`src/rtl/wr_sched_2r3w_if.sv`:
```
// wr_sched_2r3w_if: bundles the requester-side handshake, the logical read
// ports and the physical 3W/2R memory ports of wr_sched_2r3w.
//   master: requesters plus physical memory (drives requests and t1_dout*)
//   slave : the scheduler (drives wr_rdy, rd_vld/rd_dout, wr_err, t1_* commands)
// Parameters WIDTH/BITADDR/NUMWREQ must match those of the scheduler.
interface wr_sched_2r3w_if #(
    parameter int WIDTH   = 16,
    parameter int BITADDR = 10,
    parameter int NUMWREQ = 4
) ();
    // Write requesters (packed, requester i at slice i)
    logic [NUMWREQ-1:0]         wr_vld;
    logic [NUMWREQ-1:0]         wr_rdy;
    logic [NUMWREQ*BITADDR-1:0] wr_adr;
    logic [NUMWREQ*WIDTH-1:0]   din;
    logic [NUMWREQ*WIDTH-1:0]   bw;
    logic                       wr_err;
    // Logical reads
    logic [1:0]                 read;
    logic [2*BITADDR-1:0]       rd_adr;
    logic [1:0]                 rd_vld;
    logic [2*WIDTH-1:0]         rd_dout;
    // Physical write ports A/B/C
    logic                       t1_writeA, t1_writeB, t1_writeC;
    logic [BITADDR-1:0]         t1_addrA, t1_addrB, t1_addrC;
    logic [WIDTH-1:0]           t1_dinA, t1_dinB, t1_dinC;
    logic [WIDTH-1:0]           t1_bwA, t1_bwB, t1_bwC;
    // Physical read ports D/E
    logic                       t1_readD, t1_readE;
    logic [BITADDR-1:0]         t1_addrD, t1_addrE;
    logic [WIDTH-1:0]           t1_doutD, t1_doutE;

    modport master (
        output wr_vld, wr_adr, din, bw, read, rd_adr, t1_doutD, t1_doutE,
        input  wr_rdy, wr_err, rd_vld, rd_dout,
        input  t1_writeA, t1_writeB, t1_writeC, t1_addrA, t1_addrB, t1_addrC,
        input  t1_dinA, t1_dinB, t1_dinC, t1_bwA, t1_bwB, t1_bwC,
        input  t1_readD, t1_readE, t1_addrD, t1_addrE
    );

    modport slave (
        input  wr_vld, wr_adr, din, bw, read, rd_adr, t1_doutD, t1_doutE,
        output wr_rdy, wr_err, rd_vld, rd_dout,
        output t1_writeA, t1_writeB, t1_writeC, t1_addrA, t1_addrB, t1_addrC,
        output t1_dinA, t1_dinB, t1_dinC, t1_bwA, t1_bwB, t1_bwC,
        output t1_readD, t1_readE, t1_addrD, t1_addrE
    );
endinterface

```
`src/rtl/wr_sched_2r3w.sv`:
```
// wr_sched_2r3w: maps NUMWREQ write requesters onto three physical write ports
// (A/B/C) with a round-robin scan, and forwards two logical reads to physical
// read ports D/E with a valid pipeline matching the memory latency.
// Ports:
//   clk  - clock, rising edge
//   rst  - asynchronous active-low reset
//   bus  - wr_sched_2r3w_if.slave: requester handshake, reads, physical ports
// Optional feature: define WR_CONFLICT_EN to deny a request whose address
// matches one already granted in the same cycle (it does not use a grant slot).
module wr_sched_2r3w #(
    parameter int WIDTH      = 16,
    parameter int BITADDR    = 10,
    parameter int NUMADDR    = 1024,
    parameter int NUMWREQ    = 4,
    parameter int SRAM_DELAY = 1
) (
    input logic             clk,
    input logic             rst,
    wr_sched_2r3w_if.slave  bus
);
    localparam int PW = $clog2(NUMWREQ);

    logic [PW-1:0]      r_ptr;
    logic [2:0]         r_write;
    logic [BITADDR-1:0] r_addr [3];
    logic [WIDTH-1:0]   r_din [3];
    logic [WIDTH-1:0]   r_bw [3];
    logic               r_err;
    logic [1:0]         r_read;
    logic [BITADDR-1:0] r_raddr [2];
    logic [1:0]         r_vld_pipe [SRAM_DELAY+1];

    logic [BITADDR-1:0] w_adr_arr [NUMWREQ];
    logic [WIDTH-1:0]   w_din_arr [NUMWREQ];
    logic [WIDTH-1:0]   w_bw_arr [NUMWREQ];

    logic [NUMWREQ-1:0] w_grant;
    logic [1:0]         w_cnt;
    logic [2:0]         w_slot_used;
    logic [2:0]         w_slot_inrng;
    logic [PW-1:0]      w_slot_idx [3];
    logic [BITADDR-1:0] w_slot_adr [3];
    logic [PW-1:0]      w_ptr_nxt;
    logic [PW:0]        w_sum;
    logic [PW-1:0]      w_idx;
    logic [BITADDR-1:0] w_adr;
    logic               w_dup;

    // Unpack requester buses with constant slices.
    for (genvar i = 0; i < NUMWREQ; i++) begin : g_unpack
        assign w_adr_arr[i] = bus.wr_adr[i*BITADDR +: BITADDR];
        assign w_din_arr[i] = bus.din[i*WIDTH +: WIDTH];
        assign w_bw_arr[i]  = bus.bw[i*WIDTH +: WIDTH];
    end

    // Round-robin scan from r_ptr; the k-th grant in scan order takes port k.
    always_comb begin
        w_grant      = '0;
        w_cnt        = 2'd0;
        w_slot_used  = '0;
        w_slot_inrng = '0;
        w_ptr_nxt    = r_ptr;
        w_sum        = '0;
        w_idx        = '0;
        w_adr        = '0;
        w_dup        = 1'b0;
        for (int s = 0; s < 3; s++) begin
            w_slot_idx[s] = '0;
            w_slot_adr[s] = '0;
        end
        for (int j = 0; j < NUMWREQ; j++) begin
            w_sum = {1'b0, r_ptr} + (PW+1)'(j);
            if (w_sum >= (PW+1)'(NUMWREQ)) begin
                w_sum = w_sum - (PW+1)'(NUMWREQ);
            end
            w_idx = w_sum[PW-1:0];
            w_adr = w_adr_arr[w_idx];
            w_dup = 1'b0;
`ifdef WR_CONFLICT_EN
            for (int s = 0; s < 3; s++) begin
                if (w_slot_used[s] && (w_slot_adr[s] == w_adr)) begin
                    w_dup = 1'b1;
                end
            end
`endif
            if (bus.wr_vld[w_idx] && !w_dup && (w_cnt != 2'd3)) begin
                w_grant[w_idx]       = 1'b1;
                w_slot_used[w_cnt]   = 1'b1;
                w_slot_idx[w_cnt]    = w_idx;
                w_slot_adr[w_cnt]    = w_adr;
                // Out-of-range writes are consumed but never reach a port.
                w_slot_inrng[w_cnt]  = (32'(w_adr) < 32'(NUMADDR));
                w_ptr_nxt            = (w_idx == PW'(NUMWREQ - 1)) ? '0 : w_idx + 1'b1;
                w_cnt                = w_cnt + 2'd1;
            end
        end
    end

    assign bus.wr_rdy = rst ? w_grant : '0;

    always_ff @(posedge clk or negedge rst) begin
        if (!rst) begin
            r_ptr   <= '0;
            r_write <= '0;
            r_err   <= 1'b0;
            r_read  <= '0;
            for (int i = 0; i <= SRAM_DELAY; i++) begin
                r_vld_pipe[i] <= '0;
            end
        end else begin
            if (|w_grant) begin
                r_ptr <= w_ptr_nxt;
            end
            r_write       <= w_slot_used & w_slot_inrng;
            r_err         <= |(w_slot_used & ~w_slot_inrng);
            r_read        <= bus.read;
            r_vld_pipe[0] <= bus.read;
            for (int i = 1; i <= SRAM_DELAY; i++) begin
                r_vld_pipe[i] <= r_vld_pipe[i-1];
            end
        end
    end

    // Payload registers carry no reset; they are qualified by r_write/r_read.
    always_ff @(posedge clk) begin
        for (int s = 0; s < 3; s++) begin
            r_addr[s] <= w_slot_adr[s];
            r_din[s]  <= w_din_arr[w_slot_idx[s]];
            r_bw[s]   <= w_bw_arr[w_slot_idx[s]];
        end
        r_raddr[0] <= bus.rd_adr[0 +: BITADDR];
        r_raddr[1] <= bus.rd_adr[BITADDR +: BITADDR];
    end

    assign bus.t1_writeA = r_write[0];
    assign bus.t1_writeB = r_write[1];
    assign bus.t1_writeC = r_write[2];
    assign bus.t1_addrA  = r_addr[0];
    assign bus.t1_addrB  = r_addr[1];
    assign bus.t1_addrC  = r_addr[2];
    assign bus.t1_dinA   = r_din[0];
    assign bus.t1_dinB   = r_din[1];
    assign bus.t1_dinC   = r_din[2];
    assign bus.t1_bwA    = r_bw[0];
    assign bus.t1_bwB    = r_bw[1];
    assign bus.t1_bwC    = r_bw[2];
    assign bus.wr_err    = r_err;

    assign bus.t1_readD  = r_read[0];
    assign bus.t1_readE  = r_read[1];
    assign bus.t1_addrD  = r_raddr[0];
    assign bus.t1_addrE  = r_raddr[1];

    // Read data is the memory output in the cycle the delayed valid lands.
    assign bus.rd_vld    = r_vld_pipe[SRAM_DELAY];
    assign bus.rd_dout   = {bus.t1_doutE, bus.t1_doutD};
endmodule
```
`src/flat_wrapper.sv`:
```
// flat-port wrapper written by rule: the top's interface ports become plain ports
module wr_sched_2r3w_flat 
#(
    parameter int WIDTH      = 16,
    parameter int BITADDR    = 10,
    parameter int NUMADDR    = 1024,
    parameter int NUMWREQ    = 4,
    parameter int SRAM_DELAY = 1
)
  (clk, rst, bus_wr_vld, bus_wr_adr, bus_din, bus_bw, bus_read, bus_rd_adr, bus_t1_doutD, bus_t1_doutE, bus_wr_rdy, bus_wr_err, bus_rd_vld, bus_rd_dout, bus_t1_writeA, bus_t1_writeB, bus_t1_writeC, bus_t1_addrA, bus_t1_addrB, bus_t1_addrC, bus_t1_dinA, bus_t1_dinB, bus_t1_dinC, bus_t1_bwA, bus_t1_bwB, bus_t1_bwC, bus_t1_readD, bus_t1_readE, bus_t1_addrD, bus_t1_addrE);
  wr_sched_2r3w_if #(.WIDTH(WIDTH), .BITADDR(BITADDR), .NUMWREQ(NUMWREQ)) bus_i ();
  input logic clk;
  input logic rst;
  input wire logic [$bits(bus_i.wr_vld)-1:0] bus_wr_vld;
  input wire logic [$bits(bus_i.wr_adr)-1:0] bus_wr_adr;
  input wire logic [$bits(bus_i.din)-1:0] bus_din;
  input wire logic [$bits(bus_i.bw)-1:0] bus_bw;
  input wire logic [$bits(bus_i.read)-1:0] bus_read;
  input wire logic [$bits(bus_i.rd_adr)-1:0] bus_rd_adr;
  input wire logic [$bits(bus_i.t1_doutD)-1:0] bus_t1_doutD;
  input wire logic [$bits(bus_i.t1_doutE)-1:0] bus_t1_doutE;
  output wire logic [$bits(bus_i.wr_rdy)-1:0] bus_wr_rdy;
  output wire logic [$bits(bus_i.wr_err)-1:0] bus_wr_err;
  output wire logic [$bits(bus_i.rd_vld)-1:0] bus_rd_vld;
  output wire logic [$bits(bus_i.rd_dout)-1:0] bus_rd_dout;
  output wire logic [$bits(bus_i.t1_writeA)-1:0] bus_t1_writeA;
  output wire logic [$bits(bus_i.t1_writeB)-1:0] bus_t1_writeB;
  output wire logic [$bits(bus_i.t1_writeC)-1:0] bus_t1_writeC;
  output wire logic [$bits(bus_i.t1_addrA)-1:0] bus_t1_addrA;
  output wire logic [$bits(bus_i.t1_addrB)-1:0] bus_t1_addrB;
  output wire logic [$bits(bus_i.t1_addrC)-1:0] bus_t1_addrC;
  output wire logic [$bits(bus_i.t1_dinA)-1:0] bus_t1_dinA;
  output wire logic [$bits(bus_i.t1_dinB)-1:0] bus_t1_dinB;
  output wire logic [$bits(bus_i.t1_dinC)-1:0] bus_t1_dinC;
  output wire logic [$bits(bus_i.t1_bwA)-1:0] bus_t1_bwA;
  output wire logic [$bits(bus_i.t1_bwB)-1:0] bus_t1_bwB;
  output wire logic [$bits(bus_i.t1_bwC)-1:0] bus_t1_bwC;
  output wire logic [$bits(bus_i.t1_readD)-1:0] bus_t1_readD;
  output wire logic [$bits(bus_i.t1_readE)-1:0] bus_t1_readE;
  output wire logic [$bits(bus_i.t1_addrD)-1:0] bus_t1_addrD;
  output wire logic [$bits(bus_i.t1_addrE)-1:0] bus_t1_addrE;
  assign bus_i.wr_vld = bus_wr_vld;
  assign bus_i.wr_adr = bus_wr_adr;
  assign bus_i.din = bus_din;
  assign bus_i.bw = bus_bw;
  assign bus_i.read = bus_read;
  assign bus_i.rd_adr = bus_rd_adr;
  assign bus_i.t1_doutD = bus_t1_doutD;
  assign bus_i.t1_doutE = bus_t1_doutE;
  assign bus_wr_rdy = bus_i.wr_rdy;
  assign bus_wr_err = bus_i.wr_err;
  assign bus_rd_vld = bus_i.rd_vld;
  assign bus_rd_dout = bus_i.rd_dout;
  assign bus_t1_writeA = bus_i.t1_writeA;
  assign bus_t1_writeB = bus_i.t1_writeB;
  assign bus_t1_writeC = bus_i.t1_writeC;
  assign bus_t1_addrA = bus_i.t1_addrA;
  assign bus_t1_addrB = bus_i.t1_addrB;
  assign bus_t1_addrC = bus_i.t1_addrC;
  assign bus_t1_dinA = bus_i.t1_dinA;
  assign bus_t1_dinB = bus_i.t1_dinB;
  assign bus_t1_dinC = bus_i.t1_dinC;
  assign bus_t1_bwA = bus_i.t1_bwA;
  assign bus_t1_bwB = bus_i.t1_bwB;
  assign bus_t1_bwC = bus_i.t1_bwC;
  assign bus_t1_readD = bus_i.t1_readD;
  assign bus_t1_readE = bus_i.t1_readE;
  assign bus_t1_addrD = bus_i.t1_addrD;
  assign bus_t1_addrE = bus_i.t1_addrE;
  wr_sched_2r3w #(.WIDTH(WIDTH), .BITADDR(BITADDR), .NUMADDR(NUMADDR), .NUMWREQ(NUMWREQ), .SRAM_DELAY(SRAM_DELAY)) u_core (.clk(clk), .rst(rst), .bus(bus_i));
endmodule
```
`config.mk`:
```
export PLATFORM = sky130hd
export DESIGN_NAME = wr_sched_2r3w_flat
export DESIGN_NICKNAME = d
export VERILOG_FILES = /design/src/rtl/wr_sched_2r3w_if.sv /design/src/rtl/wr_sched_2r3w.sv /design/src/flat_wrapper.sv
export SDC_FILE = /design/constraint.sdc
export NUM_CORES = 1
export LEC_CHECK = 0
export ABC_AREA = 1
export BUFFER_PORTS_ARGS = -buffer_cell sky130_fd_sc_hd__buf_4
export CAP_MARGIN = 20
export CORE_AREA = 10 10 153 155
export CTS_CLUSTER_DIAMETER = 100
export CTS_CLUSTER_SIZE = 24
export DETAILED_ROUTE_END_ITERATION = 10
export DIE_AREA = 0 0 163 165
export PLACE_DENSITY_LB_ADDON = 0.12
export SLEW_MARGIN = 5
export SYNTH_ARGS = -nofsm -noshare
export SYNTH_HDL_FRONTEND = slang
export SYNTH_SLANG_ARGS = --single-unit
```
`constraint.sdc`:
```
create_clock -name clk -period 11.25 [get_ports clk]
set_input_delay 1.6875 -clock clk [delete_from_list [all_inputs] [get_ports clk]]
set_output_delay 1.6875 -clock clk [all_outputs]
set_load 0.005 [all_outputs]
```
# Yosys cells after proc, flatten, opt, wreduce, memory -nomap -nowiden
# Memory sizes are Yosys's and may differ from the RTL's.
# Index checks and enable logic that the tools add are counted.
# totals
ff_bits,10
latch_bits,0
mem_bits_rw,146
romBits,0
input_bits,228
output_inout_bits,190
wordCells,198
mem_count,4
# mem_list
name,depth,word_bits,rd,rd_ports_with_merged_regs,wr,line,source
u_core.r_bw,3,16,3,0,3,wr_sched_2r3w.sv:27,logic [WIDTH-1:0] r_bw [3];
u_core.r_din,3,16,3,0,3,wr_sched_2r3w.sv:26,logic [WIDTH-1:0] r_din [3];
u_core.r_addr,3,10,3,0,3,wr_sched_2r3w.sv:25,logic [BITADDR-1:0] r_addr [3];
u_core.r_raddr,2,10,2,0,2,wr_sched_2r3w.sv:30,logic [BITADDR-1:0] r_raddr [2];
# classes
add_sub_neg,13
n_mul,0
n_div,0
magnitude_cmp,31
n_eq_ne,7
n_shift,0
muxes,102
bitwise,19
reduce_logical,17
# op_table
op,n
$bmux 16 s2,6
$mux 16,12
$mux 10,12
$bwmux 30,3
$mux 30,3
$bmux 10 s2,4
$demux 10 s2,3
$ge 3x3->1 const B,13
$mux 2,18
$not 2->3,10
$lt 2x3->1 const B,7
$mux 4,5
$bwmux 6,3
$mux 6,3
$demux 1 s2,7
$ge 2x1->1 const B,7
$logic_and 1x1->1,13
$mux 1,13
$add 2x1->2 const B,6
$demux 2 s2,3
$or 4x4->4,3
$lt 3x1->1 const B,3
$mux 3,3
$bmux 1 s2,4
other kinds (14),25

# Longest topological paths before layout
# Gate-level depths: netlist (run 1).
# depth
depth_word,22
ltp_mapped,22
mapped_depth_nobuf,16

# Worst setup path before layout (run 1)
# OpenSTA, ideal clock, no wires.
# synth_path
path_kind,input-to-output
start,input port bus_wr_vld[3]
end,output port bus_wr_rdy[3]
t_arrival_ns,3.242
required_time_ns,9.562
setup_slack_ns,6.321
path_stages,11
n_path_buf,1
cell_sequence,inv_1 -> nand2_1 -> nand3_2 -> nand2_1 -> inv_1 -> ha_1 -> nand2_1 -> buf_2 -> nand3_1 -> nand3_1 -> a21oi_1
# synth_via
elab_chain_len,13
elab_cells_between_ends,27
cone_classes,2 x add/sub; 3 x eq/ne; 16 x mux; 3 x bitwise; 3 x reduce/logical
# synth_lines
element,line,source
"start, declared",flat_wrapper.sv:14,input wire logic [$bits(bus_i.wr_vld)-1:0] bus_wr_vld;
"parallel branches: the longest is 11 deep, another holds $add 2x1->2",n/a,
$mux 4 (*),wr_sched_2r3w.sv:86,if (bus.wr_vld[w_idx] && !w_dup && (w_cnt != 2'd3)) begin
$mux 4 (*),wr_sched_2r3w.sv:99,assign bus.wr_rdy = rst ? w_grant : '0;
"end, declared",flat_wrapper.sv:22,output wire logic [$bits(bus_i.wr_rdy)-1:0] bus_wr_rdy;
# Every way passes the cells marked *. The select of a mux whose other input is x is not followed.

# Final worst setup path (run 1)
# layout_path
start,register u_core.r_ptr[0]
end,output port bus_wr_rdy[3]
# layout_via
elab_chain_len,15
elab_cells_between_ends,62
cone_classes,9 x add/sub; 12 x order compare; 3 x eq/ne; 28 x mux; 3 x bitwise; 7 x reduce/logical
# layout_lines
element,line,source
"start, declared",wr_sched_2r3w.sv:23,logic [PW-1:0] r_ptr;
"start signal, assigned",wr_sched_2r3w.sv:112,r_ptr <= w_ptr_nxt;
"parallel branches: the longest is 13 deep, another holds $add 2x1->3",n/a,
$mux 4 (*),wr_sched_2r3w.sv:86,
$mux 4 (*),wr_sched_2r3w.sv:99,
# Marks and branches as above.

==> results.md, run 1 <==
- Die width: 163 microns
- Final worst path period share: 0.545
- Routed Antenna Nets: 0
- Register Area: 3150 sq um
- Routed via count: roughly 10000
- Multi-input logic area: 4770 sq um
- WL/cell: 17.5 microns
- FMAX: 163 MHz
- #FFs+latches synth: 155
- Hpwl dp: 25700 microns
- Crit path arrival time: 4.45 ns
- Slew @ Worst Pin: approximately 1.1 ns
- Max-cap violation count: 0
- Startpoint Class: flip-flop
- Reg2Reg Setup Slack: 5.30 ns
- Ports: ~420
- Clock Tree Root: clkbuf_16
- CTS Buf Count: 17
- Post-route cell area: 12300 sq um
- Post-Syn Area: 9310 sq um
- CTS Hold Bufs: 0
- Fraction of layout cells with a size suffix above 1: 0.251
- Vias/cell: 5.23
- Clock Tree Buf Depth: 2
- Post-DP Area: 11600 sq um
- Total Wirelength: between 30000 and 40000 microns
- Gate count of the mapped netlist: 1444
- Fin nets: 1934
- Initial cell density of the core: 0.461
- Synth area leader: dfxtp_1
- DIE HEIGHT: 165 microns
- CTS tree: built
- Residual DRC: 0
- Critical path capture point type: output pin
- Fill cell count: slightly below 2000
- Drt pass-1 iters: 7
- PostCTS Resize Cnt: 0
- Worst slew margin: 0.284
- Worst setup margin: 5.12 ns
- Reg-to-reg startpoint: u_core.r_ptr[0]
- Worst min path class: flip-flop to flip-flop
- Die Area: 26900 sq um
- Largest net degree at the start of global routing: 85
- Setup TNS: 0 ns
- Area growth, synth to finish: 31.7%
- Clock transition at path regs: 0.07 ns
- DRT iter0 DRCs: 844
- Core area: 20200 sq um
- TritonCTS Sinks: 155
- Critical Path Start: u_core.r_ptr[0]
- Count leader, synth: nand2_1
- Global-route wire length before repair: 53000 microns
- Synth cell count leaders: nand2_1, nand3_1, inv_1
- Setup violations, final: 0
- Hold_sp: u_core.r_read[1]
- Synth cell types: 39
- Share of synthesized registers carrying an async set or reset: 0.0581
- Total gr overflow: 0
- Hold EP: u_core.bus.rd_vld[1]
- Port-buffer cells: 352
- DP Worst Slack: 5.36 ns
- R2R depth: 18
- GR Util All Layers: 0.241
- Critical path class: flip-flop to output pin
- Final hold violations: 0
- Fin crit period: 6.13 ns
- Yosys top cell area share: 0.314
- RSZ-0062 raised after global routing: false
- # diodes: 0
- Post-CTS setup buffer count: 0
- Worst path required time: ~9.6 ns
- Clk Latency, worst-skew pair: 0.43 ns
- Number of antenna violations at the first check in global routing: 1
- Slew Limit Fails: 0
- H-tree levels: 4
- Number of placement rows: 52
- Syn nets: ~1700
- Hold depth: 0
- Vias in the first global route: 9694
- GPL Wtd Cong: 0.891
- RR Endpoint: u_core.r_din[0][5]
- Synth area leaders: dfxtp_1, nand2_1, nand3_1
- Post-Syn Area per Cell: approximately 6.4 sq um
- Status: finished, final reports clean
- WHS: 0.387 ns
- Most used flip-flop cell after synthesis: dfxtp_1
- Crit-path max FO: 77
- Post-synthesis sequential area ratio: 0.338
- Number of enable flip-flop cells after synthesis: 0
- Clk_skew: between 0.01 and 0.015 ns
- YS warnings: 0
## stage by stage
| step | instances | util |
|---|---|---|
| after floorplan | 1444 | - |
| after global placement | 1946 | 0.577 |
| after detailed placement | 1946 | 0.577 |
| after CTS | 1978 | 0.608 |
| after global routing | 1978 | 0.608 |
| final | 1978 | 0.608 |
## critical path, stage by stage (launching register included)
cell     delay [ns]
dfrtp_2        0.34
buf_4          0.54
inv_4          0.25
ha_1           0.89
inv_2          0.38
nand2_1        0.19
nand2_1        0.17
ha_1           0.27
nand2_1        0.31
nand3_1        0.26
nand3_1        0.18
a21oi_1        0.08
buf_4          0.14
## how the worst max path moves through the flow
stage	endpoint	slack, ns	depth (start not counted)
5_1_grt	bus_wr_rdy[3]	4.68	12
2_1_floorplan	bus_wr_rdy[3]	6.32	11
6_report	bus_wr_rdy[3]	5.12	12
3_3_place_gp	u_core.r_bw[0][26]	5.38	15
3_5_place_dp	u_core.r_bw[0][16]	5.36	15
4_1_cts	bus_wr_rdy[3]	5.13	12
## registers in the layout, indices dropped and copies added, names as in the netlist
register / flops
u_core.r_ptr: 2
u_core.r_write: 3
u_core.r_raddr: 20
u_core.r_bw: 48
u_core.r_addr: 30
u_core.bus.rd_vld: 2
u_core.r_din: 48
u_core.r_read: 2
## cells in the final DEF (no fill, tap or decap), drive strengths merged
cell,instances
a21oi,49
a22oi,3
a31oi,1
buf,360
bufinv,2
clkbuf,18
clkinv,4
conb,1
dfrtp,9
dfxtp,146
fa,1
ha,10
inv,189
mux2i,2
nand2,394
nand3,245
nand4,3
nor2,31
nor3,1
o211ai,37
o21a,2
o21ai,173
o221ai,7
o22ai,12
o31ai,1
or2,6
xnor2,1
## per-layer routing
metal,share of wire,up-vias,wire length [microns],global-route usage
li1,-,5173,-,-
met1,0.41,4635,14100,0.288
met2,0.48,468,16600,0.415
met3,0.089,62,3080,0.0680
met4,0.023,2,814,0.0668
met5,0.00058,-,20,0
## cells by family after synthesis
kind of cell	share of synthesized area
AOI/OAI and AO/OA	0.173
xor gates and xnor gates	0.000941
adders and majority gates	0.0156
buffers and inverters	0.153
DFF	0.338
muxes	0.00215
other	0.000403
and+or+nand+nor	0.316
## area by class of cell
cell class	instances	area share
clock buffers	18	0.0367
clock inverters	14	0.0137
well taps	270	0.0276
inverters	181	0.0558
repair buffers	360	0.220
flip-flops and latches	155	0.257
multi-input cells	980	0.389
Power of run 1 is left out: the tool's default activity adds up to more than one toggle a clock period on the data nets, which glitch-free logic cannot reach.
==> run 2, diff against run 1 <==
Settings changed: CORE_AREA 10 10 153 155 to 10 10 155 157, DIE_AREA 0 0 163 165 to 0 0 165 167.
Clock period 11.25 ns to 5.86 ns, I/O delays scaled along.
==> results.md, run 2 (synthesis gave the netlist of run 1 again) <==
- Status: finished, final reports clean
- Critical path capture point type: flip-flop
- Critical Path Start: u_core.r_ptr[1]
- Vias/cell: 5.35 (+2.4%)
- Largest net degree at the start of global routing: 76 (-11%)
- RSZ-0062 raised after global routing: false
- Initial cell density of the core: 0.447 (-0.0145)
- Clk Latency, worst-skew pair: 0.43 ns (about the same)
- Final worst path period share: 0.793
- Post-CTS setup buffer count: 0 (unchanged)
- Setup violations, final: 0 (unchanged)
- Ports: 418 (unchanged)
- CTS Buf Count: 17 (unchanged)
- Crit path arrival time: 4.96 ns (+0.51 ns)
- Most common cell after layout, fill and taps aside: nand2_1
- RR Endpoint: u_core.r_bw[0][32]
- Most used cell, CP: nand2_1
- Residual DRC: 0 (unchanged)
- Fin nets: 1940 (+0.31%)
- Most frequent cells in the layout: nand2_1, buf_4, nand3_1
- WP depth: 16 (+4)
- H-tree levels: 4 (unchanged)
- Hpwl dp: 26700 microns (+3.8%)
- WL/cell: 18.2 microns (+3.9%)
- Clock Tree Buf Depth: 2 (unchanged)
- # diodes: 0 (unchanged)
- DIE HEIGHT: 167 microns (+1.2%)
- GR Util All Layers: 0.254 (+0.0125)
- R2R depth: 16 (-2)
- Startpoint Class: flip-flop
- Final hold violations: 0 (unchanged)
- Reg2Reg Setup Slack: 1.21 ns (-4.09 ns)
- Die Area: 27600 sq um (+2.5%)
- TritonCTS Sinks: 155 (unchanged)
- Number of antenna violations at the first check in global routing: 0 (-1)
- Drt pass-1 iters: 6 (-1)
- Crit path buf inv count: 5 (+1)
- Slew Limit Fails: 0 (unchanged)
- Clk_skew: 0.0111 ns (-0.00203 ns)
- Slew @ Worst Pin: 0.803 ns (-0.266 ns)
- Multi-input logic area: 4770 sq um (unchanged)
- Die width: 165 microns (+1.2%)
- Total Wirelength: 36200 microns (+4.5%)
- Vias in the first global route: 10300 (+6.5%)
- PostCTS Resize Cnt: 0 (unchanged)
- GPL Wtd Cong: 0.923 (+3.6%)
- Worst path required time: 6.17 ns (-3.39 ns)
- Port-buffer cells: 352 (unchanged)
- Area growth, synth to finish: 32.5%
- CTS Hold Bufs: 0 (unchanged)
- Worst min path class: input port to asynchronous set/reset pin
- Largest regs: u_core.r_bw x48, u_core.r_din x48, u_core.r_addr x30
- Setup TNS: 0 ns (unchanged)
- CTS tree: built
- Crit path cell chain: inv_1, ha_1, buf_4, nand2_1, o21ai_2, fa_1, inv_1, nand2_2, inv_2, nand2_1, nand3_1, nand2_4, buf_4, a21oi_1, o21ai_1, nand2_1
- Critical path class: flip-flop to flip-flop
- Total gr overflow: 0 (unchanged)
- DRT iter0 DRCs: 1003 (+19%)
- Register Area: 3150 sq um (unchanged)
- Number of placement rows: 53 (+1.9%)
- Max-cap violation count: 0 (unchanged)
- Routed via count: 10600 (+3.0%)
- FMAX: 215 MHz
- Fin crit period: 4.65 ns
- Clock Tree Root: clkbuf_16
- Worst slew margin: 0.464 (+0.180)
- Reg-to-reg startpoint: u_core.r_ptr[1]
- Slowest stage cell on the critical path: fa_1
- Worst stage delay on the critical path: 0.61 ns (-0.28 ns)
- Core area: 20800 sq um (+3.2%)
- Fill cell count: 2015 (+3.2%)
- Fraction of layout cells with a size suffix above 1: 0.253 (+0.00204)
- Crit-path max FO: 36 (-53%)
- Routed Antenna Nets: 0 (unchanged)
- Worst path top cell family by delay: simple AND/OR/NAND/NOR gates
- Clock transition at path regs: 0.07 ns (about the same)
- Global-route wire length before repair: 56700 microns (+7.1%)
- Worst Setup EP: u_core.r_bw[0][32]
[run 2: cell types whose count changed in the layout (fill, tap and decap cells not counted), sizes merged]
cell    delta
buf        +6
clkinv     +2
bufinv     -1
inv        -1
[run 2: routing by layer]
| metal | track usage | wire, microns |
|---|---|---|
| met1 | 0.309 | 14400 |
| met2 | 0.411 | 17200 |
| met3 | 0.0747 | 3630 |
| met4 | 0.0940 | 929 |
| met5 | 0 | 0 |
[run 2: worst reg2reg max path, cell delays in order (launching register included)]
cell and delay (ns):
dfrtp_1 0.50, inv_1 0.52, ha_1 0.40, buf_4 0.24, nand2_1 0.13, o21ai_2 0.17, fa_1 0.61, inv_1 0.06
nand2_2 0.15, inv_2 0.05, nand2_1 0.42, nand3_1 0.24, nand2_4 0.36, buf_4 0.40, a21oi_1 0.11, o21ai_1 0.10
nand2_1 0.07
[run 2: through the flow]
stage,utilization,std cells,hold slack (ns),setup slack [ns],area [sq um]
floorplan,-,1444,0.376,2.08,9310
global placement,0.564,1957,0.357,1.39,11700
detailed placement,0.564,1957,0.378,1.30,11700
CTS,0.592,1989,0.247,1.26,12300
global route,0.592,1989,0.251,0.767,12300
finish,0.592,1989,0.257,1.21,12300
[run 2: final cells by class]
cell class	instances	area share
Multi-Input combinational cell	980	0.387
Sequential cell	155	0.255
Timing Repair Buffer	366	0.227
Inverter	181	0.0555
Clock buffer	18	0.0348
Tap cell	275	0.0279
Clock inverter	14	0.0126
[run 2: worst min-delay path by stage]
stage,endpoint,slack (ns),cells past startpoint
floorplan,u_core.bus.rd_vld[0],0.38,0
global placement,u_core.bus.rd_vld[1],0.36,0
detailed placement,u_core.bus.rd_vld[1],0.38,0
CTS,u_core.r_read[1],0.25,1
global route,u_core.bus.rd_vld[1],0.25,1
finish,u_core.bus.rd_vld[1],0.26,1
Power of run 2 is left out for the same reason.
